`config.mk`:
```
export PLATFORM = sky130hd
export DESIGN_NAME = fpu_cmd_issuer
export DESIGN_NICKNAME = d
export VERILOG_FILES = /design/src/rtl/fpu_pkg.sv /design/src/rtl/fpu_cmd_issuer_fifo.sv /design/src/rtl/fpu_cmd_issuer.sv
export SDC_FILE = /design/constraint.sdc
export NUM_CORES = 1
export LEC_CHECK = 0
export CORE_MARGIN = 4
export CORE_UTILIZATION = 45
export CTS_BUF_LIST = sky130_fd_sc_hd__clkbuf_8 sky130_fd_sc_hd__clkbuf_16
export DETAILED_ROUTE_END_ITERATION = 8
export HOLD_SLACK_MARGIN = 0.06
export PLACE_DENSITY = 0.79
export SLEW_MARGIN = 30
export SYNTH_ARGS = -nofsm -noshare
export SYNTH_HDL_FRONTEND = slang
export SYNTH_HIERARCHICAL = 1
export SYNTH_SLANG_ARGS = --single-unit
```
`constraint.sdc`:
```
create_clock -name Clk -period 7.65 [get_ports Clk]
set_input_delay 1.1475 -clock Clk [delete_from_list [all_inputs] [get_ports Clk]]
set_output_delay 1.1475 -clock Clk [all_outputs]
set_load 0.03 [all_outputs]
```
`src/rtl/fpu_pkg.sv`:
```
// Shared FPU types: operation encoding, issuer FSM states and the command payload.
package fpu_pkg;

    typedef enum logic [1:0] {
        FPU_ADD = 2'd0,
        FPU_SUB = 2'd1,
        FPU_MUL = 2'd2,
        FPU_DIV = 2'd3
    } fpu_op_t;

    typedef enum logic [2:0] {
        ST_IDLE   = 3'd0,
        ST_LOAD   = 3'd1,
        ST_SETTLE = 3'd2,
        ST_WAIT   = 3'd3,
        ST_RESP   = 3'd4
    } issuer_state_t;

    localparam int unsigned FPU_PREC = 32;

    typedef struct packed {
        logic [FPU_PREC-1:0] a;
        logic [FPU_PREC-1:0] b;
        fpu_op_t             op;
    } fpu_cmd_t;

endpackage

```
`src/rtl/fpu_cmd_issuer_fifo.sv`:
```
// Parameterised synchronous FIFO holding packed FPU commands; pointers carry one wrap bit.
module fpu_cmd_fifo #(
    parameter int unsigned WIDTH = 66,
    parameter int unsigned DEPTH = 4
) (
    input  logic             Clk,
    input  logic             Reset,
    input  logic             push_i,
    input  logic [WIDTH-1:0] wdata_i,
    input  logic             pop_i,
    output logic [WIDTH-1:0] rdata_o,
    output logic             full_o,
    output logic             empty_o
);
    localparam int unsigned AW = $clog2(DEPTH);

    logic [AW:0]      wptr_q;
    logic [AW:0]      rptr_q;
    logic [WIDTH-1:0] mem_q [DEPTH];
    logic             do_push;
    logic             do_pop;

    assign empty_o = (wptr_q == rptr_q);
    assign full_o  = (wptr_q[AW] != rptr_q[AW]) && (wptr_q[AW-1:0] == rptr_q[AW-1:0]);
    assign do_pop  = pop_i && !empty_o;
    // A pop in the same cycle frees the slot the push lands in.
    assign do_push = push_i && (!full_o || do_pop);
    assign rdata_o = mem_q[rptr_q[AW-1:0]];

    always_ff @(posedge Clk) begin
        if (Reset) begin
            wptr_q <= '0;
            rptr_q <= '0;
        end else begin
            if (do_push) wptr_q <= wptr_q + (AW+1)'(1);
            if (do_pop)  rptr_q <= rptr_q + (AW+1)'(1);
        end
    end

    always_ff @(posedge Clk) begin
        if (do_push && !Reset) mem_q[wptr_q[AW-1:0]] <= wdata_i;
    end

endmodule

```
`src/rtl/fpu_cmd_issuer.sv`:
```
// Issues buffered commands to the FPU one at a time (load strobe, settle, wait for Done) and returns results.
// `FPU_CMD_ISSUER_TIMEOUT_EN adds a Done watchdog: after TIMEOUT WAIT cycles it responds with rsp_err=1.
module fpu_cmd_issuer
    import fpu_pkg::*;
#(
    parameter int unsigned PRECISION = 32,
    parameter int unsigned DEPTH     = 4,
    parameter int unsigned TIMEOUT   = 255
) (
    input  logic                 Clk,
    input  logic                 Reset,
    input  logic                 cmd_valid,
    output logic                 cmd_ready,
    input  logic [PRECISION-1:0] cmd_a,
    input  logic [PRECISION-1:0] cmd_b,
    input  logic [1:0]           cmd_op,
    output logic                 rsp_valid,
    input  logic                 rsp_ready,
    output logic [PRECISION-1:0] rsp_result,
    output logic [1:0]           rsp_op,
    output logic                 rsp_err,
    output logic [PRECISION-1:0] fpu_a,
    output logic [PRECISION-1:0] fpu_b,
    output logic [1:0]           fpu_op,
    output logic                 fpu_load,
    input  logic [PRECISION-1:0] fpu_result,
    input  logic                 fpu_done
);
    localparam int unsigned CMD_W = 2*PRECISION + 2;

    if (DEPTH < 2 || (DEPTH & (DEPTH - 1)) != 0 || TIMEOUT == 0) begin : g_bad_cfg
        $error("fpu_cmd_issuer: DEPTH must be a power of two >= 2 and TIMEOUT nonzero");
    end

    issuer_state_t        state_q;
    logic [PRECISION-1:0] fpu_a_q, fpu_b_q, rsp_result_q;
    fpu_op_t              fpu_op_q, rsp_op_q;
    logic                 fpu_load_q, rsp_valid_q;
    logic [CMD_W-1:0]     head;
    logic                 fifo_full, fifo_empty, pop;

    assign pop       = (state_q == ST_IDLE) && !fifo_empty && !rsp_valid_q;
    assign cmd_ready = !fifo_full || pop;

    fpu_cmd_fifo #(.WIDTH(CMD_W), .DEPTH(DEPTH)) u_fifo (
        .Clk     (Clk),
        .Reset   (Reset),
        .push_i  (cmd_valid),
        .wdata_i ({cmd_a, cmd_b, cmd_op}),
        .pop_i   (pop),
        .rdata_o (head),
        .full_o  (fifo_full),
        .empty_o (fifo_empty)
    );

`ifdef FPU_CMD_ISSUER_TIMEOUT_EN
    localparam int unsigned CNT_W = 16;
    logic [CNT_W-1:0] wait_cnt_q;
    logic             rsp_err_q;
    assign rsp_err = rsp_err_q;
`else
    assign rsp_err = 1'b0;
`endif

    // Operands stay in fpu_*_q from the pop until the next pop, so the divider sees stable inputs.
    always_ff @(posedge Clk) begin
        if (Reset) begin
            state_q      <= ST_IDLE;
            fpu_a_q      <= '0;
            fpu_b_q      <= '0;
            fpu_op_q     <= FPU_ADD;
            fpu_load_q   <= 1'b0;
            rsp_valid_q  <= 1'b0;
            rsp_result_q <= '0;
            rsp_op_q     <= FPU_ADD;
`ifdef FPU_CMD_ISSUER_TIMEOUT_EN
            rsp_err_q    <= 1'b0;
            wait_cnt_q   <= '0;
`endif
        end else begin
            fpu_load_q <= 1'b0;
            case (state_q)
                ST_IDLE: if (pop) begin
                    fpu_a_q    <= head[CMD_W-1 -: PRECISION];
                    fpu_b_q    <= head[PRECISION+1 -: PRECISION];
                    fpu_op_q   <= fpu_op_t'(head[1:0]);
                    fpu_load_q <= 1'b1;
                    state_q    <= ST_LOAD;
                end
                ST_LOAD: state_q <= ST_SETTLE;
                ST_SETTLE: begin
                    state_q <= ST_WAIT;
`ifdef FPU_CMD_ISSUER_TIMEOUT_EN
                    wait_cnt_q <= '0;
`endif
                end
                ST_WAIT: begin
                    if (fpu_done) begin
                        rsp_result_q <= fpu_result;
                        rsp_op_q     <= fpu_op_q;
                        rsp_valid_q  <= 1'b1;
                        state_q      <= ST_RESP;
`ifdef FPU_CMD_ISSUER_TIMEOUT_EN
                        rsp_err_q    <= 1'b0;
                    end else if (wait_cnt_q == CNT_W'(TIMEOUT - 1)) begin
                        rsp_result_q <= '0;
                        rsp_op_q     <= fpu_op_q;
                        rsp_valid_q  <= 1'b1;
                        rsp_err_q    <= 1'b1;
                        state_q      <= ST_RESP;
                    end else begin
                        wait_cnt_q <= wait_cnt_q + CNT_W'(1);
`endif
                    end
                end
                ST_RESP: if (rsp_ready) begin
                    rsp_valid_q <= 1'b0;
                    state_q     <= ST_IDLE;
                end
                default: state_q <= ST_IDLE;
            endcase
        end
    end

    assign fpu_a      = fpu_a_q;
    assign fpu_b      = fpu_b_q;
    assign fpu_op     = fpu_op_q;
    assign fpu_load   = fpu_load_q;
    assign rsp_valid  = rsp_valid_q;
    assign rsp_result = rsp_result_q;
    assign rsp_op     = rsp_op_q;

endmodule

```
# Word level (Yosys, flattened, before mapping)

Memory sizes are Yosys's and may differ from the RTL's. A register that Yosys moved wholly into a read port is not among the register bits.
Cells that the tools add are included.

Add/subtract/negate cells: 2
Eq/ne operators: 10
Muxes and demuxes: 10
Bitwise gates (word level): 1
Reduce and logical (&&, ||, !) cells: 19

Operators with widths:

| operator            | count |
|---|---|
| $pmux 3 s5          | 1 |
| $mux 3              | 3 |
| $add 3x1->3 const B | 2 |
| $eq 3x2->1 const B  | 2 |
| $logic_and 1x1->1   | 6 |
| $ne 2x2->1 const B  | 3 |
| $reduce_and 3->1    | 2 |
| $mux 1              | 5 |
| $logic_not 1->1     | 4 |
| $reduce_and 2->1    | 2 |
| $eq 3x1->1 const B  | 1 |
| $eq 3x3->1          | 1 |
| $eq 3x3->1 const B  | 1 |
| $logic_not 3->1     | 1 |
| $eq 2x2->1          | 1 |
| $logic_or 1x1->1    | 2 |
| $pmux 1 s2          | 1 |
| $reduce_bool 2->1   | 1 |
| $reduce_or 2->1     | 1 |
| $ne 1x1->1          | 1 |
| $not 1->1           | 1 |

Register bits after elaboration: 45
Memory bits (writable): 264
Word-level logic and storage cells: 50
Memories kept: 1

Memories:

| name         | words | bits a word | rd ports | clocked after memory_dff | wr ports | line                      | source |
|---|---|---|---|---|---|---|---|
| u_fifo.mem_q | 4     | 66          | 1        | 1                        | 1        | fpu_cmd_issuer_fifo.sv:19 | `logic [WIDTH-1:0] mem_q [DEPTH];` |

# Logic depth before layout (Yosys ltp)

Gate-level depths: netlist of run 1.

Depth in word-level cells: 10
Gate-level depth with buffers: 9

# Hierarchy

The synthesis of run 1 kept the hierarchy.

By module, submodules not included:

| module         | instances | cells an instance | area an instance (um^2) | sequential area each (um^2) |
|---|---|---|---|---|
| fpu_cmd_fifo   | 1         | 404               | 10072.2                 | 8087.8 |
| fpu_cmd_issuer | 1         | 460               | 4319.1                  | 2102.0 |

# Worst setup path before layout of run 1

OpenSTA, ideal clock, no wires.

Path type: reg-to-reg
Start: register u_fifo.wptr_q[1]
End: memory u_fifo.mem_q[0][0], enable pin
Library setup time: 0.572 ns
Arrival time: 6.105 ns
Required time: 7.078 ns
Slack: 0.973 ns
Stages on the path, launching flop included: 10
Buffers on the path: 2
Clock period less this slack: 6.677 ns
Cell sequence: dfxtp_1 > xnor2_2 > nand2_1 > nor2_1 > nor4_2 > buf_2 > buf_4 > inv_1 > a41o_1 > nor3_1

Longest elaborated chain between the ends: 10
Elaborated cells between the ends (all ways): 13
Those cells by class: 2 x eq/ne; 2 x mux; 9 x reduce/logical

Ends and longest elaborated chain:

| element                         | line                      | source |
|---|---|---|
| start, declared                 | fpu_cmd_issuer_fifo.sv:17 | `logic [AW:0] wptr_q;` |
| start signal, assigned          | fpu_cmd_issuer_fifo.sv:35 | `if (do_push) wptr_q <= wptr_q + (AW+1)'(1);` |
| $eq 3x3->1                      | fpu_cmd_issuer_fifo.sv:23 | `assign empty_o = (wptr_q == rptr_q);` |
| named net fifo_empty            | fpu_cmd_issuer.sv:40      | `logic fifo_full, fifo_empty, pop;` |
| $logic_not 1->1                 | fpu_cmd_issuer.sv:42      | `assign pop = (state_q == ST_IDLE) && !fifo_empty && !rsp_valid_q;` |
| $logic_and 1x1->1 (2 in series) | fpu_cmd_issuer.sv:42      |  |
| named net pop                   | fpu_cmd_issuer.sv:40      |  |
| $logic_and 1x1->1               | fpu_cmd_issuer_fifo.sv:25 | `assign do_pop = pop_i && !empty_o;` |
| $logic_or 1x1->1                | fpu_cmd_issuer_fifo.sv:27 | `assign do_push = push_i && (!full_o \|\| do_pop);` |
| $logic_and 1x1->1               | fpu_cmd_issuer_fifo.sv:27 |  |
| $logic_and 1x1->1               | fpu_cmd_issuer_fifo.sv:41 | `if (do_push && !Reset) mem_q[wptr_q[AW-1:0]] <= wdata_i;` |
| $mux 1                          | fpu_cmd_issuer_fifo.sv:41 |  |
| $mux 1 (not written as such)    | fpu_cmd_issuer_fifo.sv:41 |  |
| end, declared                   | fpu_cmd_issuer_fifo.sv:19 |  |

The timed path passes the listed nets, and every way through them passes these cells.

# Worst setup path after layout of run 1

Start: register u_fifo.wptr_q[1]
End: output cmd_ready

Longest elaborated chain between the ends: 5
Elaborated cells between the ends (all ways): 8
Those cells by class: 2 x eq/ne; 6 x reduce/logical

Ends and longest elaborated chain:

| element                         | line                      | source |
|---|---|---|
| $eq 3x3->1                      | fpu_cmd_issuer_fifo.sv:23 |  |
| named net fifo_empty            | fpu_cmd_issuer.sv:40      |  |
| $logic_not 1->1                 | fpu_cmd_issuer.sv:42      |  |
| $logic_and 1x1->1 (2 in series) | fpu_cmd_issuer.sv:42      |  |
| $logic_or 1x1->1                | fpu_cmd_issuer.sv:43      | `assign cmd_ready = !fifo_full \|\| pop;` |
| end, declared                   | fpu_cmd_issuer.sv:13      | `output logic cmd_ready,` |

The timed path passes the listed nets, and every way through them passes these cells.

==> results.cfg, run 1 <==
[run_status]
status = finished, final reports clean

[place]
numPortBuffers = 205
gp_congestion = 0.784
place_hpwl_um = 17000
place_inst = 1433
placed_cell_area_mm2 = 0.0168

[synth]
synth.yosys.seq_area_share = 0.708
syn_avg_cell_area_um2 = 16.7
syn_inst = 864
ys.flop_type = edfxtp_1
async_flop_share = 0
yosys.cell_types.count = 41
synth_seq_cells = 377
synthesis.area_mm2 = 0.0144
synth_area_leaders = edfxtp_1 (55%), dfxtp_1 (16%), mux4_2 (10%)
synth_top_area_frac = 0.551
synth_edf_count = 264
yosysTopAreaCell = edfxtp_1
ys_warn_count = 6
syn_nets = 972

[timing]
skew_ns = 0.0144
fmax_mhz = 236
tns_ns = 0
period_minus_slack_ns = 4.24
drv_slew = 0
rsz0062_at_grt = no
setup_violations = 0
post-route-period-util = 0.555
finalHoldViolations = 0
slew_headroom = 0.400
worst_slew_pin_slew_ns = 0.899

[floorplanning]
core-area_mm2 = 0.0316
die_w_um = 187
ios = 207
dieHeight_um = 187
start_util = 0.456
rows = 65
dieArea_mm2 = 0.0349

[final_layout]
synthToLayoutAreaGrowth_pct = 26.7
drive_gt1_frac = 0.140
fin_util = 0.578
layout_common_cells = edfxtp_1 (264), clkdlybuf4s50_1 (204), nand2b_1 (137), dfxtp_1 (111), nand2_1 (71)
final_common_cell = edfxtp_1
nFillCells = 2424
layout.nets = 1180
finalNonFillerCells = 1505
stdcell_area_mm2 = 0.0182
multiInputGateArea_mm2 = 0.00392
seqCellArea_mm2 = 0.0102

[cts]
hold_buffers = 0
cts_tree = done
postCtsSetupRepairBufs = 0
clock-sinks = 377
numCtsBuffers = 39
clk_pin_slew_worst_paths_ns = 0.06
cts_max_level = 2
worstSkewPairLatency_ns = 0.51
cts.repair.resized = 0
cts_buffer_depth = 3
clock-root-buffer = clkbuf_16

[global_routing]
antenna_found_initial = 1
grt_first_pass_wirelength_um = 44600
overflow = 0
gr-usage-all-layers = 0.160
grt_pass1_vias = 8052
grt_max_degree = 112

[critical_path]
cp-end-kind = output port
crit_type = reg2out
cp_slowest_cell = clkdlybuf4s50_1
cp.arrival_ns = 3.10
worstPathMaxFanout = 36
cpPeakStageDelay_ns = 0.70
startpoint_type = register
cp_top_family = buffers and inverters
path_cells = xnor2_2, nand2_1, nor2_1, nor4_4, buf_4, nand2b_1, clkdlybuf4s50_1
worst-path-buf-inv = 2
worstPathRequired_ns = 6.50

[detailed_routing]
drt-initial-drc-count = 336
drt_wl_total_um = 28200
vias = 7729
drt-vias-per-instance = 5.14
postRouteAntennaNets = 0
post-route-drc-count = 0
wl_per_cell_um = 18.7
first_pass_iters = 4

[worst_hold_path]
hold_class = reg2reg

[run]
max-cap-violations = 0

[pwr]
p_total_uw = 6110
p_leak_uw = 0.00599
vdd_ir_drop_max_mv = 0.256
p_per_area_mw_per_mm2 = 335
-- Yosys cell counts (2+ instances only) --
| cell type | number |
|---|---|
| mux2_1 | 3 |
| mux2i_1 | 68 |
| nand2_1 | 71 |
| xnor2_2 | 2 |
| buf_4 | 7 |
| buf_6 | 5 |
| inv_1 | 9 |
| ha_1 | 5 |
| mux4_2 | 66 |
| dfxtp_1 | 113 |
| nor3_1 | 5 |
| nor2b_1 | 4 |
| nor2_1 | 9 |
| clkbuf_1 | 23 |
| buf_2 | 14 |
| a21oi_1 | 36 |
| nand2b_1 | 137 |
| edfxtp_1 | 264 |
-- per-layer routing --
metal / track usage / vias up / part of all wire / routed length, um
met5: 0 / - / 0.00046 / 13
met2: 0.280 / 221 / 0.50 / 14100
met1: 0.199 / 3842 / 0.42 / 11800
li1: - / 3625 / - / -
met4: 0.0350 / 2 / 0.016 / 443
met3: 0.0446 / 39 / 0.064 / 1820
-- where the power goes --
part / internal (uW) / leakage, uW / switching, uW
combinational: 712 / 0.00195 / 796
clock: 1300 / 0.000714 / 751
sequential: 2400 / 0.00332 / 156
total: 4410 / 0.00599 / 1700
-- flip-flops by register name, indices dropped and copies added, names as in the netlist, named ones only --
| register | flops |
|---|---|
| u_fifo/mem_q | 264 |
| fpu_a | 32 |
| fpu_b | 32 |
| rsp_result | 32 |
| state_q | 3 |
| u_fifo/rptr_q | 3 |
| u_fifo/wptr_q | 3 |
| fpu_op | 2 |
| rsp_op | 2 |
| fpu_load | 1 |
| rsp_valid | 1 |
-- final timing paths --
kind,start,to,slack (ns),cells past startpoint
worst min register to register,rsp_result[1]$_SDFFE_PP0P_,rsp_result[1]$_SDFFE_PP0P_,0.45,2
worst max-delay path,u_fifo/wptr_q[1]$_SDFFE_PP0P_,cmd_ready,3.41,7
worst min-delay path,rsp_result[1]$_SDFFE_PP0P_,rsp_result[1]$_SDFFE_PP0P_,0.45,2
worst max register to register,u_fifo/wptr_q[1]$_SDFFE_PP0P_,u_fifo/mem_q[3][41]$_DFFE_PP_,3.78,9
-- worst register-to-register path, delay by kind of cell (launching register included) --
| kind | cells | cell delay, ns |
|---|---|---|
| and+or+nand+nor | 4 | 0.89 |
| buffers and inverters | 3 | 1.61 |
| AOI/OAI and AO/OA | 1 | 0.32 |
| DFF | 1 | 0.44 |
| xor gates and xnor gates | 1 | 0.17 |
-- cell families after synthesis --
logic type | count (synthesis) | share of synthesized area
compound gates | 44 | 0.0177
xor+xnor | 4 | 0.00400
fa+ha+maj | 5 | 0.00435
buf+inv | 59 | 0.0222
flops | 377 | 0.708
mux | 138 | 0.154
other cells | 1 | 0.000261
simple gates | 236 | 0.0895
-- per-stage QoR --
stage,hold WS [ns],setup WS (ns)
global placement,0.441,3.84
CTS,0.454,3.34
floorplan,0.509,0.973
detailed placement,0.446,3.75
finish,0.452,3.41
global route,0.466,3.22
-- layout make-up --
cell class,instances,area share
Inverter,9,0.00185
Tap cell,402,0.0276
Sequential cell,377,0.559
Clock inverter,28,0.0202
Clock buffer,43,0.0578
Timing Repair Buffer,217,0.118
Antenna cell,1,0.000137
Multi-Input combinational cell,428,0.215
No activity file was read; power rests on OpenSTA's default activity.
==> run 2: changes to the inputs <==
PLACE_DENSITY = 0.82   (was 0.79)
clock period = 3.8 ns   (was 7.65 ns; I/O delays follow)
==> run 2 against run 1 <==
  * Power rose by 95%
  * First-iteration DRC count rose by 2.1%
  * Critical endpoint unchanged
  * Largest power group unchanged
  * Flip-flop and latch count did not move
  * Non-clock buffer count rose by 2
==> results.cfg, run 2 (synthesized netlist as in run 1, its figures left out) <==
[final_layout]
multiInputGateArea_mm2 = 0.00393
finalNonFillerCells = 1507
largest_reg_flops = 264
seqCellArea_mm2 = 0.0102
layout_common_cells = edfxtp_1 (264), clkdlybuf4s50_1 (204), nand2b_1 (137), dfxtp_1 (111), nand2_1 (71)
nFillCells = 2370
drive_gt1_frac = 0.141
layout.nets = 1182
final_common_cell = edfxtp_1
synthToLayoutAreaGrowth_pct = 26.1

[critical_path]
cp_top_family = buffers and inverters
cp.arrival_ns = 2.46
cpPeakStageDelay_ns = 0.69
cp_slowest_cell = clkdlybuf4s50_1
cp-end-kind = output port
path_cells = xnor2_2, nand2_1, nor2_1, nor4_4, nand2b_1, clkdlybuf4s50_1
worst-path-buf-inv = 1
worstPathMaxFanout = 7
worstPathRequired_ns = 3.23
crit_type = reg2out
startpoint_type = register

[detailed_routing]
drt-initial-drc-count = 343
wl_per_cell_um = 18.9
drt-vias-per-instance = 5.17
post-route-drc-count = 0
first_pass_iters = 6
drt_wl_total_um = 28500
vias = 7792
postRouteAntennaNets = 0

[run_status]
status = finished, final reports clean

[timing]
finalHoldViolations = 0
tns_ns = 0
skew_ns = 0.0110
fmax_mhz = 330
setup_violations = 0
worst_slew_pin_slew_ns = 0.830
drv_slew = 0
rsz0062_at_grt = no
post-route-period-util = 0.799
period_minus_slack_ns = 3.03
slew_headroom = 0.447

[cts]
clock-root-buffer = clkbuf_16
cts.repair.resized = 0
postCtsSetupRepairBufs = 0
numCtsBuffers = 39
hold_buffers = 0
cts_buffer_depth = 3
clk_pin_slew_worst_paths_ns = 0.06
clock-sinks = 377
cts_tree = done
cts_max_level = 2
worstSkewPairLatency_ns = 0.51

[place]
numPortBuffers = 205
place_hpwl_um = 17000
place_inst = 1435
gp_congestion = 0.705

[pwr]
p_per_area_mw_per_mm2 = 656
vdd_ir_drop_max_mv = 0.376
p_leak_uw = 0.00594
p_total_uw = 11900

[floorplanning]
die_w_um = 187
dieArea_mm2 = 0.0349
core-area_mm2 = 0.0316
dieHeight_um = 187
ios = 207
rows = 65
start_util = 0.456

[global_routing]
overflow = 0
antenna_found_initial = 2
gr-usage-all-layers = 0.162
grt_first_pass_wirelength_um = 45800
grt_max_degree = 95
grt_pass1_vias = 8272

[run]
max-cap-violations = 0

[worst_hold_path]
hold_class = reg2reg
## run 2: changes by cell type in the layout (fill, tap and decap cells not counted)
| cell | previous run | this run |
|---|---|---|
| buf_6 | 2 | 0 |
| and4b_2 | 1 | 0 |
| and4b_1 | 0 | 1 |
| nor3_4 | 0 | 3 |
| buf_12 | 1 | 4 |
| nor3_2 | 3 | 0 |
| clkinv_2 | 3 | 7 |
| inv_1 | 16 | 14 |
| clkbuf_8 | 2 | 5 |
| buf_4 | 10 | 11 |
| clkinvlp_4 | 2 | 3 |
| clkinv_1 | 3 | 4 |
| bufinv_16 | 9 | 2 |
## run 2: worst register-to-register path, delay by kind of cell, from the launching register on
| family | cells | cell delay (ns) |
|---|---|---|
| AOI/OAI and AO/OA | 1 | 0.33 |
| xor gates and xnor gates | 1 | 0.18 |
| buffers and inverters | 2 | 0.73 |
| DFF | 1 | 0.45 |
| and+or+nand+nor | 4 | 0.67 |
## run 2: power breakdown
group	total (uW)	internal [uW]	switching [uW]
Clock	3710	2200	1520
Combinational	3040	1450	1590
Sequential	5160	4830	330
Total	11900	8470	3440
## run 2: final cells by class
type,instances,share of cell area
Tap cell,402,0.0277
Clock buffer,46,0.0603
Antenna cell,1,0.000138
Inverter,9,0.00186
Sequential cell,377,0.562
Clock inverter,25,0.0101
Timing Repair Buffer,219,0.121
Multi-Input combinational cell,428,0.217
## run 2: routing by layer
layer	routed length, um	part of all wire	up-vias	global-route usage
li1	-	-	3628	-
met1	11800	0.41	3881	0.205
met2	14300	0.50	232	0.280
met3	1770	0.062	49	0.0424
met4	606	0.021	2	0.0447
met5	7	0.00025	-	0
## run 2: through the flow
| step | hold WS, ns | utilization | area [um^2] | setup slack, ns |
|---|---|---|---|---|
| floorplan | 0.509 | - | 14400 | -0.881 |
| global placement | 0.441 | 0.534 | 16900 | 1.14 |
| detailed placement | 0.448 | 0.535 | 16900 | 1.01 |
| CTS | 0.456 | 0.575 | 18100 | 0.708 |
| global route | 0.469 | 0.575 | 18200 | 0.607 |
| finish | 0.453 | 0.575 | 18200 | 0.766 |
## run 2: final timing paths
kind                                      start                            end  slack [ns]  cells past startpoint
setup reg to reg  u_fifo/wptr_q[1]$_SDFFE_PP0P_  u_fifo/mem_q[0][54]$_DFFE_PP_        1.04                      8
setup / recovery  u_fifo/wptr_q[1]$_SDFFE_PP0P_                      cmd_ready        0.77                      6
hold / removal       rsp_result[0]$_SDFFE_PP0P_     rsp_result[0]$_SDFFE_PP0P_        0.45                      2
hold reg to reg      rsp_result[0]$_SDFFE_PP0P_     rsp_result[0]$_SDFFE_PP0P_        0.45                      2
==> run 3: changes to the inputs <==
clock period = 2.75 ns   (was 3.8 ns; I/O delays follow)
==> run 3 against run 2 <==
  * Register-to-register slack lost 0.75 ns
  * Routed wire length grew 8.4%
  * Sequential share of layout area shrank 0.68 points
  * Global-route usage grew 0.90 points
  * Clock power grew 37%
  * Power grew 41%
  * Core utilization grew 0.78 points
==> results.cfg, run 3 (synthesized netlist as in run 1, its figures left out) <==
[global_routing]
grt_max_degree = 109
gr-usage-all-layers = 0.171
antenna_found_initial = 0
overflow = 0
grt_first_pass_wirelength_um = 47100
grt_pass1_vias = 8141

[pwr]
p_per_area_mw_per_mm2 = 914
vdd_ir_drop_max_mv = 0.577
p_leak_uw = 0.00607

[cts]
clock-root-buffer = clkbuf_16
cts_buffer_depth = 3
cts_max_level = 2
worstSkewPairLatency_ns = 0.53
clock-sinks = 377
cts_tree = done
hold_buffers = 0
clk_pin_slew_worst_paths_ns = 0.06
numCtsBuffers = 39

[final_layout]
synthToLayoutAreaGrowth_pct = 27.8
antenna-diode-count = 0
drive_gt1_frac = 0.156
layout_common_cells = edfxtp_1 (264), clkdlybuf4s50_1 (203), nand2b_1 (137), dfxtp_1 (105), nand2_1 (70)
nFillCells = 2347
largest_reg_flops = 264
seqCellArea_mm2 = 0.0102
final_common_cell = edfxtp_1
multiInputGateArea_mm2 = 0.00398
layout.nets = 1194

[run]
max-cap-violations = 0

[worst_hold_path]
hold_class = in2reg

[critical_path]
cp.arrival_ns = 2.12
worstPathRequired_ns = 2.34
startpoint_type = register
crit_type = reg2out
worstPathMaxFanout = 18
cp-end-kind = output port

[detailed_routing]
dr_wl_met2_um = 15200
drt-initial-drc-count = 469
drt-vias-per-instance = 5.19
wl_per_cell_um = 20.4
post-route-drc-count = 0
postRouteAntennaNets = 0
drt_wl_total_um = 30900
vias = 7881
top_layer_used = met4
drt-met1-wl_um = 13200
met3WireLength_um = 1790
first_pass_iters = 4

[place]
numPortBuffers = 205
place_hpwl_um = 18600
dp_slack_ns = 0.140
gp_congestion = 0.736

[timing]
setup_violations = 0
fmax_mhz = 395
post-route-period-util = 0.921
slew_headroom = 0.544
rsz0062_at_grt = no
fin_ws_ns = 0.218
skew_ns = 0.0139
period_minus_slack_ns = 2.53
drv_slew = 0
worst_slew_pin_slew_ns = 0.685
finalHoldViolations = 0
tns_ns = 0

[floorplanning]
dieArea_mm2 = 0.0349
rows = 65
die_w_um = 187
core-area_mm2 = 0.0316
start_util = 0.456
dieHeight_um = 187
ios = 207

[run_status]
status = finished, final reports clean
run 3: per-layer routing:
layer | track usage | vias to the layer above
met3 | 0.0355 | 43
li1 | - | 3648
met1 | 0.226 | 3909
met4 | 0.0503 | 0
met2 | 0.291 | 281
met5 | 0 | -
run 3: critical path, cell delays in order (launching register included):
cell and delay [ns]:
dfxtp_4 0.37, xnor2_4 0.29, nand2_2 0.10, nor2_2 0.17
nor4_4 0.06, clkbuf_16 0.23, nand2b_1 0.20, buf_12 0.16
run 3: report_power, final:
group	internal [uW]	switching [uW]	leakage (uW)	total (uW)
clock	2990	2080	0.000659	5070
sequential	6670	426	0.00332	7100
combinational	2200	2440	0.00209	4650
run 3: layout make-up:
class / instances / share of cell area
clock buffer: 47 / 0.0590
multi-input combinational: 428 / 0.216
clock inverter: 24 / 0.00925
timing repair buffer: 231 / 0.131
tap: 402 / 0.0273
sequential: 377 / 0.555
inverter: 9 / 0.00224
run 3: what timing repair did:
| action | in CTS | in global routing |
|---|---|---|
| cloned | 1 | 1 |
| endpoints found under the setup margin | 1 | 62 |
| setup buffers | 2 | 4 |
| gates resized for setup | 0 | 1 |
| pin swaps | 1 | 2 |
run 3: final timing paths:
kind                                                    start                       endpoint  slack, ns  cells after the start
worst max-delay path            u_fifo/wptr_q[0]$_SDFFE_PP0P_                      cmd_ready       0.22                      7
worst min-delay path                           fpu_result[28]    rsp_result[28]$_SDFFE_PP0P_       0.44                      3
worst max register to register  u_fifo/wptr_q[2]$_SDFFE_PP0P_  u_fifo/mem_q[2][20]$_DFFE_PP_       0.29                      9
worst min register to register    rsp_result[26]$_SDFFE_PP0P_    rsp_result[26]$_SDFFE_PP0P_       0.45                      2
run 3: per-stage QoR:
stage	std cells	area, um^2	hold slack (ns)	util	total power [uW]
after global routing	1518	18400	0.459	0.583	17500
after detailed placement	1439	17000	0.448	0.540	11600
after floorplan	864	14500	0.509	-	10200
final	1518	18400	0.437	0.583	16800
after CTS	1513	18300	0.420	0.581	16900
after global placement	1439	17000	0.441	0.540	11500
